### src/rtl/uart_rx_cfg.sv
// ---------------------------------------------------------------------------
// uart_rx_cfg : parametrised UART receiver (sync, glitch reject, 1/2 stop,
//               framing error, optional parity via UART_RX_PARITY_EN)
// Revision    : 1.0 - initial release
// ---------------------------------------------------------------------------
`default_nettype none

module uart_rx_cfg #(
  parameter int CLK_FREQUENCY = 66_000_000,
  parameter int BAUD_RATE     = 921_600,
  parameter int DATA_BITS     = 8,
  parameter int STOP_BITS     = 1,
  parameter int PARITY_ODD    = 0
) (
  input  logic                 clk,
  input  logic                 rst_n,
  input  logic                 rx,
  output logic [DATA_BITS-1:0] data,
  output logic                 valid,
  output logic                 frame_err,
  output logic                 parity_err,
  output logic                 busy
);

  localparam int TICKS = CLK_FREQUENCY / BAUD_RATE;
  localparam int HALF  = TICKS / 2;
  localparam int CNT_W = $clog2(TICKS);
  localparam logic [CNT_W-1:0] CNT_HALF = CNT_W'(HALF - 1);
  localparam logic [CNT_W-1:0] CNT_FULL = CNT_W'(TICKS - 1);
  localparam logic [3:0]       BIT_LAST = 4'(DATA_BITS - 1);
  localparam logic             STOP_LAST = 1'(STOP_BITS - 1);

  generate
    if (TICKS < 4) begin : g_chk_ticks
      $error("uart_rx_cfg: CLK_FREQUENCY/BAUD_RATE must be at least 4");
    end
    if (DATA_BITS < 5 || DATA_BITS > 9) begin : g_chk_data
      $error("uart_rx_cfg: DATA_BITS must be 5..9");
    end
    if (STOP_BITS < 1 || STOP_BITS > 2) begin : g_chk_stop
      $error("uart_rx_cfg: STOP_BITS must be 1 or 2");
    end
    if (PARITY_ODD < 0 || PARITY_ODD > 1) begin : g_chk_par
      $error("uart_rx_cfg: PARITY_ODD must be 0 or 1");
    end
  endgenerate

  typedef enum logic [2:0] {
    IDLE   = 3'd0,
    START  = 3'd1,
    DATA   = 3'd2,
`ifdef UART_RX_PARITY_EN
    PARITY = 3'd3,
`endif
    STOP   = 3'd4
  } state_t;

  logic                 rx_m, rx_s;
  state_t               state, state_next;
  logic [CNT_W-1:0]     cnt;
  logic [3:0]           bit_idx;
  logic                 stop_idx;
  logic [DATA_BITS-1:0] shreg;
  logic                 ferr;
  logic                 armed;
  logic                 sample, last_stop, start_entry;

  always_ff @(posedge clk or negedge rst_n) begin
    if (!rst_n) {rx_m, rx_s} <= 2'b11;
    else        {rx_m, rx_s} <= {rx, rx_m};
  end

  always_ff @(posedge clk or negedge rst_n) begin
    if (!rst_n) state <= IDLE;
    else        state <= state_next;
  end

  always_comb begin
    state_next  = state;
    sample      = 1'b0;
    last_stop   = 1'b0;
    start_entry = 1'b0;
    case (state)
      IDLE: if (!rx_s && armed) begin
        state_next  = START;
        start_entry = 1'b1;
      end
      START: if (cnt == CNT_HALF) begin
        sample     = 1'b1;
        state_next = rx_s ? IDLE : DATA;
      end
      DATA: if (cnt == CNT_FULL) begin
        sample = 1'b1;
        if (bit_idx == BIT_LAST) begin
`ifdef UART_RX_PARITY_EN
          state_next = PARITY;
`else
          state_next = STOP;
`endif
        end
      end
`ifdef UART_RX_PARITY_EN
      PARITY: if (cnt == CNT_FULL) begin
        sample     = 1'b1;
        state_next = STOP;
      end
`endif
      STOP: if (cnt == CNT_FULL) begin
        sample = 1'b1;
        if (stop_idx == STOP_LAST) begin
          last_stop  = 1'b1;
          state_next = IDLE;
        end
      end
      default: state_next = IDLE;
    endcase
  end

  // A frame ending on a low line (break) disarms until the line idles high.
  always_ff @(posedge clk or negedge rst_n) begin
    if (!rst_n) begin
      cnt      <= '0;
      bit_idx  <= '0;
      stop_idx <= 1'b0;
      shreg    <= '0;
      ferr     <= 1'b0;
      armed    <= 1'b0;
    end else begin
      if (state == IDLE || state_next != state || sample) cnt <= '0;
      else                                                 cnt <= cnt + CNT_W'(1);

      if (state != DATA) bit_idx <= '0;
      else if (sample)   bit_idx <= bit_idx + 4'd1;

      if (state != STOP) stop_idx <= 1'b0;
      else if (sample)   stop_idx <= ~stop_idx;

      if (state == DATA && sample) shreg <= {rx_s, shreg[DATA_BITS-1:1]};

      if (start_entry)                         ferr <= 1'b0;
      else if (state == STOP && sample && !rx_s) ferr <= 1'b1;

      if (last_stop && !rx_s)          armed <= 1'b0;
      else if (state == IDLE && rx_s)  armed <= 1'b1;
    end
  end

  always_ff @(posedge clk or negedge rst_n) begin
    if (!rst_n) begin
      data      <= '0;
      valid     <= 1'b0;
      frame_err <= 1'b0;
    end else begin
      valid     <= last_stop;
      frame_err <= last_stop & (ferr | ~rx_s);
      if (last_stop) data <= shreg;
    end
  end

`ifdef UART_RX_PARITY_EN
  localparam logic PAR_ODD = (PARITY_ODD != 0);
  logic perr;

  always_ff @(posedge clk or negedge rst_n) begin
    if (!rst_n) begin
      perr       <= 1'b0;
      parity_err <= 1'b0;
    end else begin
      if (start_entry)                    perr <= 1'b0;
      else if (state == PARITY && sample) perr <= (^shreg) ^ rx_s ^ PAR_ODD;
      parity_err <= last_stop & perr;
    end
  end
`else
  assign parity_err = 1'b0;
`endif

  assign busy = (state != IDLE);

endmodule

`default_nettype wire

### config.mk
export PLATFORM = sky130hd
export DESIGN_NAME = uart_rx_cfg
export DESIGN_NICKNAME = d
export VERILOG_FILES = /design/src/rtl/uart_rx_cfg.sv
export SDC_FILE = /design/constraint.sdc
export NUM_CORES = 1
export LEC_CHECK = 0
export CAP_MARGIN = 10
export CORE_AREA = 2 2 72 53
export DETAILED_ROUTE_END_ITERATION = 12
export DIE_AREA = 0 0 74 55
export PLACE_DENSITY = 0.69
export SYNTH_ARGS = -nofsm -noshare
export SYNTH_HDL_FRONTEND = slang
export SYNTH_SLANG_ARGS = --single-unit
### constraint.sdc
create_clock -name clk -period 2.2 [get_ports clk]
set_input_delay 0.44 -clock clk [delete_from_list [all_inputs] [get_ports clk]]
set_output_delay 0.44 -clock clk [all_outputs]
set_load 0.1 [all_outputs]
# Yosys cells after proc, flatten, opt, wreduce, memory -nomap -nowiden
# Cells that the tools add are included.
[word_totals] in_bits=3 output_inout_bits=12 regBits=37 elab_cells=68
[classes] n_bitwise=4 n_addsub=2 n_eq_ne=9 n_mux=25 n_reduce_logical=16
[ops] op="$mux W3" n=6
[ops] op="$mux W1" n=13
[ops] op="$pmux W3 S4" n=1
[ops] op="$mux W4" n=2
[ops] op="$reduce_bool A2 Y1" n=4
[ops] op="$add A7 B1 Y7 const B" n=1
[ops] op="$eq A7 B6 Y1 const B" n=1
[ops] op="$eq A7 B7 Y1 const B" n=1
[ops] op="$mux W7" n=1
[ops] op="$logic_and A1 B1 Y1" n=6
[ops] op="$add A4 B1 Y4 const B" n=1
[ops] op="$eq A4 B3 Y1 const B" n=1
[ops] op="$eq A3 B1 Y1 const B" n=1
[ops] op="$eq A3 B2 Y1 const B" n=1
[ops] op="$eq A3 B3 Y1 const B" n=1
[ops] op="$logic_not A3 Y1" n=1
[ops] op="$ne A3 B2 Y1 const B" n=1
[ops] op="$ne A3 B3 Y1" n=1
[ops] op="$ne A3 B3 Y1 const B" n=1
[ops] op="$reduce_bool A3 Y1" n=1
[ops] op="$logic_or A1 B1 Y1" n=2
[ops] op="$mux W2" n=1
[ops] op="$not A1 Y1" n=2
[ops] op="$pmux W1 S2" n=1
[ops] op="other kinds (4)" n=4

# Longest topological paths before layout
[logic_depth] ltp_word=8 mapped_depth=7 depth_no_buf=6

# Worst setup path before layout
# No wires, ideal clock.
[synth_path] path_kind="flip-flop to flip-flop" from="register cnt[0]" to="register shreg[0]" period_less_slack_ns=1.773 path_slack_ns=0.427 setup_time_ns=0.125 t_arrival_ns=1.648 path_buffers=1 required_ns=2.075 path_stages_with_launch=8 cell_sequence="dfrtp_1 inv_1 ha_1 nor3b_4 nand2_2 buf_6 nor2_4 mux2_2"
[synth_between] elab_chain_cells=4 elab_cells_between_ends=6 cone_classes="eq/ne (2); mux (3); reduce/logical (1)"
[synth_lines] element="from (decl)" line_no="60" rtl="logic [CNT_W-1:0] cnt;"
[synth_lines] element="from (signal assigned)" line_no="130" rtl="else cnt <= cnt + CNT_W'(1);"
[synth_lines] element="$eq A7 B7 Y1 or $eq A7 B6 Y1 (tied branches)" line_no="92, 108, 88"
[synth_lines] element="$mux W1 (on tied branches)" line_no="92, 108, 88"
[synth_lines] element="$pmux W1 S2 (*)" line_no="83" rtl="case (state)"
[synth_lines] element="$logic_and A1 B1 Y1 (*)" line_no="138" rtl="if (state == DATA && sample) shreg <= {rx_s, shreg[DATA_BITS-1:1]};"
[synth_lines] element="to (signal assigned)" line_no="138"
[synth_lines] element="to (decl)" line_no="63" rtl="logic [DATA_BITS-1:0] shreg;"
# Every way passes the cells marked *; elsewhere a longest branch is shown, timed or not.
# A chain may end at the register's enable or synchronous reset.

# Final worst setup path
[layout_path] from="register cnt[0]" to="register data[4]"
[layout_between] elab_chain_cells=3
[layout_lines] element="$eq A7 B7 Y1" line_no="108" rtl="STOP: if (cnt == CNT_FULL) begin"
[layout_lines] element="$mux W1" line_no="108"
[layout_lines] element="$mux W1" line_no="83"
[layout_lines] element="to (signal assigned)" line_no="156" rtl="if (last_stop) data <= shreg;"
[layout_lines] element="to (decl)" line_no="18" rtl="output logic [DATA_BITS-1:0] data,"
# No other way between the ends.

==> flow_metrics.tcl <==
set metrics [dict create \
    place.gp.congestion 0.853 \
    drcViolationCount 0 \
    netlist_instances 132 \
    cts.sinks 37 \
    crit_required_ps 2380 \
    coreArea_um2 3400 \
    min_period_ps 2050 \
    syn_area_um2 1620 \
    power_leakage_nw 0.896 \
    antenna_cells 0 \
    root_buffer "clkbuf_8" \
    vias 1042 \
    via_per_inst 5.13 \
    clock_latency_ps 290 \
    final_util_pct 56.6 \
    met1Wirelength_mm 1.44 \
    ys_warn_count 0 \
    grt_pass1_vias 995 \
    clock_skew_ps 1.88 \
    ioPinCount 15 \
    layout.nets 158 \
    combPwrFrac_pct 12.9 \
    intPower_w 0.00128 \
    fp.dieArea_um2 4070 \
    place_ws_ps 129 \
    clk_path_buf_depth 2 \
    crit_path_start_kind "register" \
    cpPeakStageDelay_ps 410 \
    tns_ps 0 \
    path_class "reg -> reg" \
    drive_gt1_share_pct 29.4 \
    wl_met3_um 114 \
    rows 18 \
    synth.distinct_cells 37 \
    finalMaxSlewViolations 0 \
    ys_async_sr_fraction_pct 100 \
    vdd_ir_drop_max_v 0.000587 \
    synth_top_cells_by_count "dfrtp_1 (35), mux2_2 (16), nor2_1 (12), nand3_1 (7)" \
    routedWlPerCell_um 14.2 \
    hold_path.class "reg -> reg" \
    place_area_um2 1770 \
    dr.first_iter.drc_count 107 \
    crit_path_cell_trace "inv_1 -> ha_1 -> nor3b_4 -> nand2_2 -> nor3_4 -> buf_4 -> mux2_2" \
    worstPathMaxFanout 11 \
    stdcell_area_um2 1930 \
    wl_met2_mm 1.25 \
    reg2regPathDepth 7 \
    antenna_left 0 \
    synth_edf_count 0 \
    post-route-period-util_pct 93.1 \
    grt_max_degree 38 \
    rrSetupSlack_ps 150 \
    drtPass1Iterations 4 \
    setup_violations 0 \
    maxCapViolCount 0 \
    globalRouteTotalUtil_pct 16.8 \
    syn-num-nets 138 \
    fin_hold_ws_ps 358 \
    io_buffer_count 13 \
    hpwl_mm 1.99 \
    fmax_ghz 0.488 \
    cp_slowest_cell "dfrtp_1" \
    outcome "completed" \
    grt_pass1_wl_mm 4.84 \
    synthTopCellsByArea "dfrtp_1 (54%), mux2_2 (11%), dfstp_2 (3.2%)" \
    yosysSeqAreaShare_pct 57.2 \
    yosysTopAreaCell "dfrtp_1" \
    critical_path_depth 7 \
    seqPwrFrac_pct 46.2 \
    post_cts_resized 0 \
    synth_top_area_share_pct 53.9 \
    clk_pin_slew_ps 70 \
    worstMarginPinSlew_ps 550 \
    fin_ws_ps 151 \
    areaGrowthSynthToFinish_pct 18.6 \
    die_w_um 74 \
    cts-htree-levels 2 \
    switching_share_pct 25.5 \
    die-height_um 55 \
    postCtsHoldBufs 0 \
    p_clk_share_pct 40.9 \
    grt_setup_unrepaired "false" \
    p_switching_w 0.000437 \
    antenna_found_initial 0 \
    cts_tree "yes" \
    cts_buffers 5 \
    hold_viol_final 0 \
    end_kind "register" \
    powerDensity_nw_per_um2 890 \
    globalRoute.totalOverflow 0 \
    cpLargestDelayFamily "simple AND/OR/NAND/NOR gates" \
    yosysMostFrequentCell "dfrtp_1" \
    syn_area_per_cell_um2 12.3 \
    highest_layer "met4" \
    initial_core_util_pct 47.8 \
    ys_seq_elements 37 \
    path_buf_inv 2 \
    synthFlopType "dfrtp_1" \
    relSlewSlack_pct 63.3 \
    routed_wl_mm 2.87 \
    hold_path_depth 0 \
    critPathArrivalTime_ps 2230 \
]
-- sequential cells by signal, indices dropped and copies added, names as in the netlist --
register   count
armed          1
bit_idx        4
cnt            7
data           8
ferr           1
frame_err      1
rx_m           1
rx_s           1
shreg          8
state          3
stop_idx       1
valid          1
-- power groups by stage --
stage | Sequential, W | Clock [W] | Combinational, W
after global placement | 0.000803 | 0 | 0.000210
after CTS | 0.000793 | 0.000718 | 0.000227
after floorplan | 0.000793 | 0 | 0.000171
after detailed placement | 0.000806 | 0 | 0.000216
after global routing | 0.000802 | 0.000740 | 0.000248
final | 0.000792 | 0.000701 | 0.000221
-- metrics by stage --
stage / power [W] / instances
after floorplan: 0.000964 / 132
after global placement: 0.00101 / 193
after detailed placement: 0.00102 / 193
after CTS: 0.00174 / 201
after global routing: 0.00179 / 203
final: 0.00171 / 203
-- cell type report --
type | count | area, µm²
fillers | 281 | 1480
flip-flops and latches | 37 | 928
multi-input cells | 87 | 653
repair buffers | 16 | 125
clock buffers | 5 | 68.8
clock inverters | 3 | 68.8
well taps | 50 | 62.6
inverters | 5 | 18.8
-- kinds of logic after synthesis --
logic type	Yosys count	share of synthesized area [%]
AND/OR/NAND/NOR	43	15.4
flip-flops	37	57.2
AO/OA/AOI/OAI	17	7.40
multiplexers	16	11.1
buffers and inverters	8	2.62
XOR/XNOR	7	3.78
adder cells (fa/ha/maj)	3	2.31
other	1	0.231
-- cell usage in the layout (no fill, tap or decap), types with 3 or more instances in the layout --
cell type	netlist	routed
mux2_2	16	16
ha_1	3	3
buf_4	1	14
nor3_1	6	6
a21oi_1	6	6
nor2_1	12	12
clkbuf_8	0	5
nand2_1	4	4
xnor2_1	4	4
nand3_1	7	7
inv_1	5	5
xor2_1	3	3
dfrtp_1	35	35
o21ai_0	3	3
-- worst paths after layout --
| path | endpoint | from |
|---|---|---|
| setup / recovery | data[4]$_DFFE_PN0P_ | cnt[0]$_DFF_PN0_ |
| hold / removal | rx_s$_DFF_PN1_ | rx_m$_DFF_PN1_ |
| setup reg to reg | data[4]$_DFFE_PN0P_ | cnt[0]$_DFF_PN0_ |
| hold reg to reg | rx_s$_DFF_PN1_ | rx_m$_DFF_PN1_ |
| max in group asynchronous | rx_s$_DFF_PN1_ | rst_n |
| min in group asynchronous | cnt[4]$_DFF_PN0_ | rst_n |
-- per-layer routing --
metal,vias up,GRT usage (%)
li1,500,-
met4,0,10.3
met2,21,24.1
met3,7,5.25
met1,514,22.2
met5,-,0
-- timing repair --
| item | CTS | global route |
|---|---|---|
| setup endpoints to repair | 0 | 2 |
| setup buffers | 0 | 2 |
| hold endpoints to repair | 0 | 0 |
Power figures use the tool's default switching activity.
